[config.mk]
export PLATFORM = sky130hd
export DESIGN_NAME = ber_monitor_rx_flat
export DESIGN_NICKNAME = d
export VERILOG_FILES = /design/src/rtl/pcs_rx_pkg.sv /design/src/rtl/ber_monitor_rx_if.sv /design/src/rtl/ber_window_timer.sv /design/src/rtl/ber_monitor_rx.sv /design/src/flat_wrapper.sv
export SDC_FILE = /design/constraint.sdc
export NUM_CORES = 1
export LEC_CHECK = 0
export CAP_MARGIN = 20
export CORE_MARGIN = 2
export CORE_UTILIZATION = 50
export DETAILED_ROUTE_END_ITERATION = 12
export HOLD_SLACK_MARGIN = 0.05
export PLACE_DENSITY = 0.72
export SLEW_MARGIN = 25
export SYNTH_ARGS = -nofsm -noshare
export SYNTH_HDL_FRONTEND = slang
export SYNTH_HIERARCHICAL = 1
export SYNTH_SLANG_ARGS = --single-unit
[constraint.sdc]
create_clock -name clk156 -period 5.7 [get_ports clk156]
set_input_delay 0.57 -clock clk156 [delete_from_list [all_inputs] [get_ports clk156]]
set_output_delay 0.57 -clock clk156 [all_outputs]
set_load 0.005 [all_outputs]
[src/rtl/pcs_rx_pkg.sv]
`default_nettype none
// ============================================================================
//  Module      : pcs_rx_pkg
//  Description : Shared PCS receive definitions. These are the sync header
//                codes, the BER monitor state encoding, the window timing
//                constant and the counter width.
//  Contents    : SH_DATA/SH_CTRL   valid 66b sync header codes
//                ber_state_t       BER monitor FSM states
//                BER_TIMER_125US   clk156 cycles in a 125 us window
//                BER_CNT_W         width of the BER counters
//                sh_is_bad()       invalid-header detector
//  Revision    : 1.0  initial release
// ============================================================================
package pcs_rx_pkg;

    localparam logic [1:0] SH_DATA = 2'b01;
    localparam logic [1:0] SH_CTRL = 2'b10;

    localparam int BER_TIMER_125US = 19531;
    localparam int BER_CNT_W       = 6;

    typedef enum logic [1:0] {
        INIT   = 2'd0,
        COUNT  = 2'd1,
        HI_BER = 2'd2
    } ber_state_t;

    // Only 01 and 10 are legal sync headers. The header is ignored when no
    // block is being presented.
    function automatic logic sh_is_bad(input logic valid, input logic [1:0] hdr);
        return valid & ~((hdr == SH_DATA) | (hdr == SH_CTRL));
    endfunction

endpackage : pcs_rx_pkg
`default_nettype wire

[src/rtl/ber_monitor_rx_if.sv]
`default_nettype none
// ============================================================================
//  Module      : ber_monitor_rx_if
//  Description : Bundle between the receive lane logic and the BER monitor.
//  Signals     : blk_lock        block lock from the lock FSM
//                blk_valid       strobe marking a new block header
//                sync_hdr[1:0]   sync header of the current block
//                clear_ber_count clear-on-read strobe for ber_count
//                hi_ber          high bit-error-rate flag
//                ber_count[5:0]  saturating invalid-header count
//                win_count[5:0]  invalid headers in the current window
//  Modports    : master  lane side (drives the header stream)
//                slave   monitor side
//  Revision    : 1.0  initial release
// ============================================================================
interface ber_monitor_rx_if;
    import pcs_rx_pkg::*;

    logic                 blk_lock;
    logic                 blk_valid;
    logic [1:0]           sync_hdr;
    logic                 clear_ber_count;
    logic                 hi_ber;
    logic [BER_CNT_W-1:0] ber_count;
    logic [BER_CNT_W-1:0] win_count;

    modport master (
        output blk_lock, blk_valid, sync_hdr, clear_ber_count,
        input  hi_ber, ber_count, win_count
    );

    modport slave (
        input  blk_lock, blk_valid, sync_hdr, clear_ber_count,
        output hi_ber, ber_count, win_count
    );

endinterface : ber_monitor_rx_if
`default_nettype wire

[src/rtl/ber_window_timer.sv]
`default_nettype none
// ============================================================================
//  Module      : ber_window_timer
//  Description : Free-running window timer. It counts 0..TIMER_CYCLES-1
//                while run_i is high and pulses done_o on the last count,
//                when it also wraps to 0. The count is held at 0 while it is
//                not running or while restart_i is high.
//  Ports       : clk156     core clock
//                rstb156    asynchronous active-low reset
//                run_i      advance the timer
//                restart_i  force the timer back to 0 (wins over run_i)
//                done_o     one-cycle end-of-window pulse
//  Revision    : 1.0  initial release
// ============================================================================
module ber_window_timer
    import pcs_rx_pkg::*;
#(
    parameter int TIMER_CYCLES = BER_TIMER_125US,
    parameter int TIMER_W      = 15
) (
    input  logic clk156,
    input  logic rstb156,
    input  logic run_i,
    input  logic restart_i,
    output logic done_o
);

    localparam logic [TIMER_W-1:0] LAST = TIMER_W'(TIMER_CYCLES - 1);

    logic [TIMER_W-1:0] timer_q;
    logic [TIMER_W-1:0] timer_d;
    logic               done_w;

    always_comb begin
        done_w  = run_i & ~restart_i & (timer_q == LAST);
        timer_d = timer_q;
        if (restart_i || !run_i) begin
            timer_d = '0;
        end else if (done_w) begin
            timer_d = '0;
        end else begin
            timer_d = timer_q + 1'b1;
        end
    end

    always_ff @(posedge clk156 or negedge rstb156) begin
        if (!rstb156) begin
            timer_q <= '0;
        end else begin
            timer_q <= timer_d;
        end
    end

    assign done_o = done_w;

endmodule : ber_window_timer
`default_nettype wire

[src/rtl/ber_monitor_rx.sv]
`default_nettype none
// ============================================================================
//  Module      : ber_monitor_rx
//  Description : BER monitor for one PCS receive lane. It counts invalid sync
//                headers inside a fixed time window and raises hi_ber when
//                HI_BER_THRESH of them land in one window. The monitor only
//                runs while block lock is held.
//  Ports       : clk156   core clock, 156.25 MHz
//                rstb156  asynchronous active-low reset
//                mon      ber_monitor_rx_if.slave. Header stream in;
//                         hi_ber, ber_count and win_count out (all
//                         registered).
//  Revision    : 1.0  initial release
// ============================================================================
module ber_monitor_rx
    import pcs_rx_pkg::*;
#(
    parameter int TIMER_CYCLES  = BER_TIMER_125US,
    parameter int HI_BER_THRESH = 16,
    parameter int TIMER_W       = 15
) (
    input  logic             clk156,
    input  logic             rstb156,
    ber_monitor_rx_if.slave  mon
);

    localparam logic [BER_CNT_W-1:0] THRESH    = BER_CNT_W'(HI_BER_THRESH);
    localparam logic [BER_CNT_W-1:0] THRESH_M1 = BER_CNT_W'(HI_BER_THRESH - 1);
    localparam logic [BER_CNT_W-1:0] CNT_MAX   = {BER_CNT_W{1'b1}};
    localparam logic [BER_CNT_W-1:0] CNT_ONE   = BER_CNT_W'(1);

    ber_state_t           state_q, state_d;
    logic                 hi_ber_q, hi_ber_d;
    logic [BER_CNT_W-1:0] win_q, win_d;
    logic [BER_CNT_W-1:0] ber_q, ber_d;

    logic                 sh_bad;
    logic                 sh_counted;
    logic                 timer_done;
    logic [BER_CNT_W-1:0] win_seed;

    assign sh_bad     = sh_is_bad(mon.blk_valid, mon.sync_hdr);
    assign sh_counted = sh_bad & (state_q != INIT);
    // A bad header that arrives on the window boundary belongs to the next
    // window.
    assign win_seed   = sh_bad ? CNT_ONE : '0;

    // Losing lock restarts the window, so the timer goes back to 0 in the
    // same cycle that the FSM falls back to INIT.
    ber_window_timer #(
        .TIMER_CYCLES (TIMER_CYCLES),
        .TIMER_W      (TIMER_W)
    ) u_timer (
        .clk156    (clk156),
        .rstb156   (rstb156),
        .run_i     (state_q != INIT),
        .restart_i (~mon.blk_lock),
        .done_o    (timer_done)
    );

    // Next-state logic and window count.
    always_comb begin
        state_d = state_q;
        win_d   = win_q;
        if (!mon.blk_lock) begin
            state_d = INIT;
            win_d   = '0;
        end else begin
            case (state_q)
                INIT: begin
                    state_d = COUNT;
                    win_d   = '0;
                end
                COUNT: begin
                    if (timer_done) begin
                        // The expiring window ended below threshold. The
                        // current header opens the new window.
                        win_d = win_seed;
                        if (sh_bad && (THRESH == CNT_ONE)) begin
                            state_d = HI_BER;
                        end
                    end else if (sh_bad) begin
                        if (win_q >= THRESH_M1) begin
                            state_d = HI_BER;
                            win_d   = THRESH;
                        end else begin
                            win_d = win_q + 1'b1;
                        end
                    end
                end
                HI_BER: begin
                    if (timer_done) begin
                        state_d = COUNT;
                        win_d   = win_seed;
                    end else if (sh_bad && (win_q < THRESH)) begin
                        win_d = win_q + 1'b1;
                    end
                end
                default: begin
                    state_d = INIT;
                    win_d   = '0;
                end
            endcase
        end
        hi_ber_d = (state_d == HI_BER);
    end

    // Saturating lifetime counter. A clear that lands on a bad header keeps
    // that header.
    always_comb begin
        ber_d = ber_q;
        if (mon.clear_ber_count) begin
            ber_d = sh_counted ? CNT_ONE : '0;
        end else if (sh_counted && (ber_q != CNT_MAX)) begin
            ber_d = ber_q + 1'b1;
        end
    end

    always_ff @(posedge clk156 or negedge rstb156) begin
        if (!rstb156) begin
            state_q  <= INIT;
            hi_ber_q <= 1'b0;
            win_q    <= '0;
            ber_q    <= '0;
        end else begin
            state_q  <= state_d;
            hi_ber_q <= hi_ber_d;
            win_q    <= win_d;
            ber_q    <= ber_d;
        end
    end

    assign mon.hi_ber    = hi_ber_q;
    assign mon.ber_count = ber_q;
    assign mon.win_count = win_q;

endmodule : ber_monitor_rx
`default_nettype wire

[src/flat_wrapper.sv]
// flat-port wrapper written by rule: the top's interface ports become plain ports
module ber_monitor_rx_flat import pcs_rx_pkg::*;
#(
    parameter int TIMER_CYCLES  = BER_TIMER_125US,
    parameter int HI_BER_THRESH = 16,
    parameter int TIMER_W       = 15
)
  (clk156, rstb156, mon_blk_lock, mon_blk_valid, mon_sync_hdr, mon_clear_ber_count, mon_hi_ber, mon_ber_count, mon_win_count);
  ber_monitor_rx_if mon_i ();
  input  logic clk156;
  input  logic rstb156;
  input wire logic [$bits(mon_i.blk_lock)-1:0] mon_blk_lock;
  input wire logic [$bits(mon_i.blk_valid)-1:0] mon_blk_valid;
  input wire logic [$bits(mon_i.sync_hdr)-1:0] mon_sync_hdr;
  input wire logic [$bits(mon_i.clear_ber_count)-1:0] mon_clear_ber_count;
  output wire logic [$bits(mon_i.hi_ber)-1:0] mon_hi_ber;
  output wire logic [$bits(mon_i.ber_count)-1:0] mon_ber_count;
  output wire logic [$bits(mon_i.win_count)-1:0] mon_win_count;
  assign mon_i.blk_lock = mon_blk_lock;
  assign mon_i.blk_valid = mon_blk_valid;
  assign mon_i.sync_hdr = mon_sync_hdr;
  assign mon_i.clear_ber_count = mon_clear_ber_count;
  assign mon_hi_ber = mon_i.hi_ber;
  assign mon_ber_count = mon_i.ber_count;
  assign mon_win_count = mon_i.win_count;
  ber_monitor_rx #(.TIMER_CYCLES(TIMER_CYCLES), .HI_BER_THRESH(HI_BER_THRESH), .TIMER_W(TIMER_W)) u_core (.clk156(clk156), .rstb156(rstb156), .mon(mon_i));
endmodule
==> results by group, run 1 <==
Critical path
  – Worst setup SP type: flip-flop
  – Worst path cell trace: inv_1, ha_1, or4bb_1, or4_4, nor3b_1, nor2b_1, nand2_1, o32ai_1, a22o_1
  – CP required: 5.91 ns
  – Worst reg2reg startpoint: u_core/u_timer/timer_q[0]$_DFF_PN0_
  – Cell family with most CP delay: simple AND/OR/NAND/NOR gates
  – Worst Setup End Kind: flip-flop
  – Critical path depth: 9
  – Crit Path Category: flip-flop to flip-flop
  – Critical R2R Capture: u_core/mon.win_count[3]$_DFFE_PN0P_
  – Slowest library cell on the worst path: or4_4
  – R2R Setup Slk: 2.67 ns
  – CP max stage delay: 0.55 ns
  – WP buf/inv: 1
  – Worst EP arrival: 3.25 ns
  – Max Fanout on Critical Path: 6
  – FF-to-FF path depth: 9

Global routing
  – Total global-route track usage: 20.1%
  – Number of global-route vias before repair: 1404
  – Largest net degree at the start of global routing: 31
  – Met3 usage: 4.93%
  – Antenna violations before repair: 0
  – Met1 Usage GRT: 26.7%
  – Total gr overflow: 0
  – Met2 GRT Util: 32.3%
  – First-pass GRT wire length: 6.45 mm
  – Global route hottest layer: met2

Timing
  – Worst-Margin Slew: 0.504 ns
  – Slew Limit Fails: 0
  – Crit path time final: 3.03 ns
  – Worst slew margin: 66.3%
  – RSZ-0062 raised after global routing: no
  – Final-report hold violation count: 0
  – Clk_skew: 0.00599 ns
  – Worst Setup Slack, final: 2.67 ns
  – Highest clock rate: 330 MHz
  – Period utilization: 53.2%
  – Setup TNS Final: 0 ns
  – Setup-failing EPs final: 0

Yosys
  – Synth top area cells: dfrtp_1 (41%), xnor2_1 (5.8%), ha_1 (5.5%)
  – Yosys reg bits: 30
  – Synthesized area per cell: 9.68 sq um
  – Synth warn: 6
  – Register area share after synthesis: 41.3%
  – Mapped cell area: 1820 sq um
  – Cells after Synth: 188
  – Yosys cell types: 49
  – Net Count, Synth: 203
  – Post-synth top area share: 41.3%
  – Cell taking the most area after synthesis: dfrtp_1

Hold path
  – Hold EP: u_core/u_timer/timer_q[0]$_DFF_PN0_
  – Hold Crit Start: u_core/u_timer/timer_q[0]$_DFF_PN0_
  – Hold Path Class: flip-flop to flip-flop
  – Hold Crit Depth: 1

Cells and area
  – Final net count: 226
  – Diodes inserted: 0
  – Most frequent cells in the layout: dfrtp_1 (30), clkdlybuf4s50_1 (19), nor2_1 (16), inv_1 (12), xnor2_1 (12)
  – Ratio of cells with drive above 1 in the final layout: 11.3%
  – Final std cell area, no fill: 2100 sq um
  – Layout area overhead: 15.6%
  – Commonest non-fill, non-tap cell in the layout: dfrtp_1

CTS
  – Clk sink count: 30
  – CTS root buffer: clkbuf_4
  – CTS resizes: 0
  – Post-CTS setup buffer count: 0
  – CTS Buf Count: 5
  – Worst-path clk slew: 0.08 ns
  – Cts hold-fix bufs: 0
  – Clock latency on the worst-skew pair: 0.32 ns
  – Maximum root-to-sink buffer count: 2
  – H-tree depth: 2
  – CTS tree: done

Power and ir drop
  – Leakage power total: 0.811 nW
  – Power Density: 187 nW/um^2
  – Max IR drop VDD: 0.138 mV

Die
  – Die Wd: 64.3 um
  – Starting Density: 53.3%
  – Die Y-Extent: 64.3 um
  – I/O pin cnt: 20
  – Core Footprint: 3420 sq um
  – Rows: 21
  – Die footprint: 4140 sq um

Route
  – Via count: 1473
  – Remaining DRCs: 0
  – Wirelength per Cell: 13.9 um
  – Via-to-Cell Ratio: 5.71
  – Routed WL: 3.58 mm
  – DRT iter0 DRCs: 75
  – First-pass DRT Iterations: 4
  – Post-detailed-route count of antenna-violating nets: 0

Place
  – Number of port buffers: 19
  – DP HPWL: 2.68 mm
  – Area after DPL: 2040 sq um
  – Setup WS pre-CTS: 2.69 ns
  – GP Congestion: 0.893

Flow run
  – MaxCap Viol Count: 0

Outcome
  – Status: finished clean
## worst max path at each step
stage                                              from                                  end
global placement    u_core/u_timer/timer_q[0]$_DFF_PN0_  u_core/mon.win_count[3]$_DFFE_PN0P_
CTS                 u_core/u_timer/timer_q[0]$_DFF_PN0_  u_core/mon.win_count[3]$_DFFE_PN0P_
finish              u_core/u_timer/timer_q[0]$_DFF_PN0_  u_core/mon.win_count[3]$_DFFE_PN0P_
detailed placement  u_core/u_timer/timer_q[0]$_DFF_PN0_  u_core/mon.win_count[3]$_DFFE_PN0P_
global route        u_core/u_timer/timer_q[0]$_DFF_PN0_  u_core/mon.win_count[3]$_DFFE_PN0P_
floorplan           u_core/u_timer/timer_q[0]$_DFF_PN0_  u_core/mon.win_count[3]$_DFFE_PN0P_
## worst reg2reg max path: cells and delay by family (launching register included)
family / cells / cell delay (ns)
flops: 1 / 0.43
compound gates: 2 / 0.37
simple gates: 5 / 1.93
fa+ha+maj: 1 / 0.14
buf+inv: 1 / 0.08
## kinds of logic after synthesis
| family | after synthesis | share of synthesized area [%] |
|---|---|---|
| simple gates | 88 | 28.8 |
| compound gates | 31 | 12.6 |
| flops | 30 | 41.3 |
| buf+inv | 16 | 4.20 |
| xor+xnor | 15 | 7.63 |
| fa+ha+maj | 8 | 5.50 |
## sequential cells by signal, indices dropped and copies added, names as in the netlist
register / flops
u_core/mon.win_count: 6
u_core/mon.ber_count: 6
u_core/u_timer/timer_q: 15
u_core/mon.hi_ber: 1
u_core/state_q: 2
## stage by stage
step,cells,util (%),hold slack (ns),power [mW]
floorplan,188,-,0.274,0.250
global placement,250,59.8,0.494,0.267
detailed placement,250,59.8,0.503,0.269
CTS,258,61.6,0.521,0.398
global route,258,61.6,0.549,0.416
finish,258,61.6,0.521,0.392
## metal layers
metal,wire length [um],vias to the layer above
li1,-,736
met1,1650,687
met2,1700,44
met3,183,6
met4,49,0
met5,0,-
## area by class of cell
class / count / area, sq um
well taps: 46 / 57.6
fillers: 301 / 1310
clock inverters: 1 / 5.00
multi-input cells: 142 / 992
inverters: 12 / 45.0
flip-flops and latches: 30 / 751
clock buffers: 7 / 55.1
repair buffers: 20 / 198
## cells in the mapped netlist (all sizes together)
library cell / count
nand3: 11
nor2b: 2
inv: 12
a211oi: 1
or2: 1
nand2: 11
o21bai: 1
o41ai: 2
a41o: 1
dfrtp: 30
o211a: 1
nor3b: 1
nor4: 4
nor3: 6
o22ai: 1
nand4: 5
nand2b: 1
and3b: 1
and2: 1
a211o: 1
xnor2: 13
clkbuf: 3
or4b: 2
and3: 2
or4: 4
o21ai: 3
o32ai: 2
a2111oi: 2
a311oi: 1
a21oi: 7
ha: 8
or3: 2
o31ai: 2
nor2: 26
nand3b: 5
a22o: 3
o211ai: 1
a221o: 1
or4bb: 1
buf: 1
xor2: 2
a221oi: 1
nor4b: 2
## report_power, final
part / total, mW / internal (mW) / switching [mW]
Combinational: 0.0459 / 0.0183 / 0.0276
Sequential: 0.219 / 0.215 / 0.00344
Clock: 0.128 / 0.0597 / 0.0680
Note: power is estimated with default switching activity, not from simulation.
==> run 2, diff against run 1 <==
--- a/config.mk
+++ b/config.mk
@@ -10,7 +10,7 @@
 export CORE_UTILIZATION = 50
 export DETAILED_ROUTE_END_ITERATION = 12
 export HOLD_SLACK_MARGIN = 0.05
-export PLACE_DENSITY = 0.72
+export PLACE_DENSITY = 0.75
 export SLEW_MARGIN = 25
 export SYNTH_ARGS = -nofsm -noshare
 export SYNTH_HDL_FRONTEND = slang
==> constraint.sdc (replaced) <==
create_clock -name clk156 -period 2.7 [get_ports clk156]
set_input_delay 0.27 -clock clk156 [delete_from_list [all_inputs] [get_ports clk156]]
set_output_delay 0.27 -clock clk156 [all_outputs]
set_load 0.005 [all_outputs]
==> results by group, run 2 (synthesis gave the netlist of run 1 again) <==
Global routing
  – Met2 GRT Util: 34.0% (+1.7 points)
  – Total global-route track usage: 20.9% (+0.86 points)
  – First-pass GRT wire length: 6.69 mm (+3.6%)
  – Antenna violations before repair: 0 (unchanged)
  – Met3 usage: 5.99% (+1.1 points)
  – Largest net degree at the start of global routing: 31 (unchanged)
  – Total gr overflow: 0 (unchanged)
  – Global route hottest layer: met2
  – Met1 Usage GRT: 27.5% (+0.77 points)
  – Number of global-route vias before repair: 1490 (+6.1%)

Cells and area
  – Filler cells: 279 (-7.3%)
  – Final std cell area, no fill: 2180 sq um (+3.7%)
  – Final net count: 232 (+2.7%)
  – Final cell count without fillers: 264 (+2.3%)
  – Diodes inserted: 0 (unchanged)
  – Core Util, Final: 63.9% (+2.3 points)
  – Largest register by flop count: u_core/u_timer/timer_q
  – Ratio of cells with drive above 1 in the final layout: 15.1% (+3.8 points)
  – Most frequent cells in the layout: dfrtp_1 (30), clkdlybuf4s50_1 (19), nor2_1 (16), inv_1 (12), xnor2_1 (12)
  – Max reg flops: 15 (unchanged)
  – Commonest non-fill, non-tap cell in the layout: dfrtp_1
  – Layout area overhead: 19.9%

Outcome
  – Status: finished clean

CTS
  – Maximum root-to-sink buffer count: 2 (unchanged)
  – Worst-path clk slew: 0.09 ns (about the same)
  – Clock latency on the worst-skew pair: 0.32 ns (about the same)
  – CTS tree: done
  – CTS root buffer: clkbuf_4
  – CTS Buf Count: 5 (unchanged)
  – Cts hold-fix bufs: 0 (unchanged)
  – H-tree depth: 2 (unchanged)
  – Clk sink count: 30 (unchanged)

Die
  – I/O pin cnt: 20 (unchanged)
  – Core Footprint: 3420 sq um (unchanged)
  – Die Y-Extent: 64.3 um (unchanged)
  – Rows: 21 (unchanged)
  – Starting Density: 53.3% (unchanged)
  – Die Wd: 64.3 um (unchanged)
  – Die footprint: 4140 sq um (unchanged)

Route
  – Via count: 1520 (+3.2%)
  – Wirelength per Cell: 14.2 um (+2.5%)
  – Remaining DRCs: 0 (unchanged)
  – Via-to-Cell Ratio: 5.76 (+0.85%)
  – Post-detailed-route count of antenna-violating nets: 0 (unchanged)
  – First-pass DRT Iterations: 4 (unchanged)
  – DRT iter0 DRCs: 140 (+87%)
  – Routed WL: 3.76 mm (+4.9%)

Place
  – Setup WS pre-CTS: 0.0103 ns (-2.68 ns)
  – Area after DPL: 2080 sq um (+1.7%)
  – DP HPWL: 2.72 mm (+1.3%)
  – GP Congestion: 0.902 (+0.93%)
  – Inst Count DP: 254 (+1.6%)
  – Number of port buffers: 19 (unchanged)

Critical path
  – Worst Setup End Kind: flip-flop
  – Worst EP arrival: 2.84 ns (-0.41 ns)
  – Max Fanout on Critical Path: 4 (-2)
  – Worst setup SP type: flip-flop
  – Crit Path Category: flip-flop to flip-flop
  – CP required: 2.92 ns (-2.99 ns)

Power and ir drop
  – Max IR drop VDD: 0.336 mV (+140%)
  – Design Power: 894 uW (+130%)
  – Leakage power total: 0.861 nW (+6.1%)
  – Power Density: 409 nW/um^2 (+120%)

Timing
  – Setup TNS Final: 0 ns (unchanged)
  – Setup-failing EPs final: 0 (unchanged)
  – Worst hold margin: 0.321 ns (-0.200 ns)
  – Slew Limit Fails: 0 (unchanged)
  – RSZ-0062 raised after global routing: yes
  – Worst-Margin Slew: 0.460 ns (-0.0438 ns)
  – Period utilization: 96.9% (+44 points)
  – Clk_skew: 0.00597 ns (-0.0000155 ns)
  – Worst slew margin: 69.3% (+3.0 points)
  – Crit path time final: 2.62 ns (-0.416 ns)
  – Worst Setup Slack, final: 0.0828 ns (-2.58 ns)
  – Highest clock rate: 382 MHz (+16%)
  – Final-report hold violation count: 0 (unchanged)

Flow run
  – MaxCap Viol Count: 0 (unchanged)

Hold path
  – Hold Path Class: input port to asynchronous set/reset pin
-- run 2: critical path, stage by stage, from the launching register on --
cell and delay [ns]:
dfrtp_1 0.39, inv_1 0.06, ha_1 0.13, or4bb_1 0.47, or4_4 0.56, nor3b_4 0.28
inv_1 0.11, a21oi_1 0.22, o22ai_1 0.14, and2_1 0.17
-- run 2: layout make-up --
| class | count | area [sq um] | area share [%] |
|---|---|---|---|
| Sequential cell | 30 | 751 | 34.4 |
| Tap cell | 46 | 57.6 | 2.64 |
| Timing Repair Buffer | 26 | 243 | 11.1 |
| Multi-Input combinational cell | 142 | 1010 | 46.2 |
| Inverter | 12 | 45.0 | 2.06 |
| Clock buffer | 8 | 78.8 | 3.61 |
-- run 2: where the power goes --
group / total [mW] / internal (mW) / switching [mW]
combinational: 0.102 / 0.0416 / 0.0607
sequential: 0.461 / 0.454 / 0.00707
clock: 0.330 / 0.178 / 0.152
-- run 2: routing by layer --
metal | vias up | part of all wire, %
met3 | 2 | 5.1
met5 | - | 0
met2 | 42 | 48
li1 | 745 | -
met4 | 0 | 0.48
met1 | 731 | 46
-- run 2: worst paths after layout --
path,start,end,slack (ns),cells after the start
max,u_core/u_timer/timer_q[0]$_DFF_PN0_,u_core/mon.hi_ber$_DFF_PN0_,0.08,9
min,rstb156,u_core/mon.hi_ber$_DFF_PN0_,0.32,2
max reg2reg,u_core/u_timer/timer_q[0]$_DFF_PN0_,u_core/mon.hi_ber$_DFF_PN0_,0.08,9
min reg2reg,u_core/u_timer/timer_q[0]$_DFF_PN0_,u_core/u_timer/timer_q[0]$_DFF_PN0_,0.56,2
max in group asynchronous,rstb156,u_core/u_timer/timer_q[6]$_DFF_PN0_,2.09,2
min in group clk156,u_core/u_timer/timer_q[0]$_DFF_PN0_,u_core/u_timer/timer_q[0]$_DFF_PN0_,0.56,2
-- run 2: what timing repair did --
action	in CTS	in global routing
resized for setup	1	2
endpoints found under the setup margin	1	6
pin swaps	0	1
endpoints found under the hold margin	0	0
buffers inserted	0	2
cloned	0	0
==> run 3, diff against run 2 <==
--- a/config.mk
+++ b/config.mk
@@ -9,7 +9,6 @@
 export CORE_MARGIN = 2
 export CORE_UTILIZATION = 50
 export DETAILED_ROUTE_END_ITERATION = 12
-export HOLD_SLACK_MARGIN = 0.05
 export PLACE_DENSITY = 0.75
 export SLEW_MARGIN = 25
 export SYNTH_ARGS = -nofsm -noshare
==> results of run 3 <==
No change in the layout: final DEF, timing and power equal those of run 2.
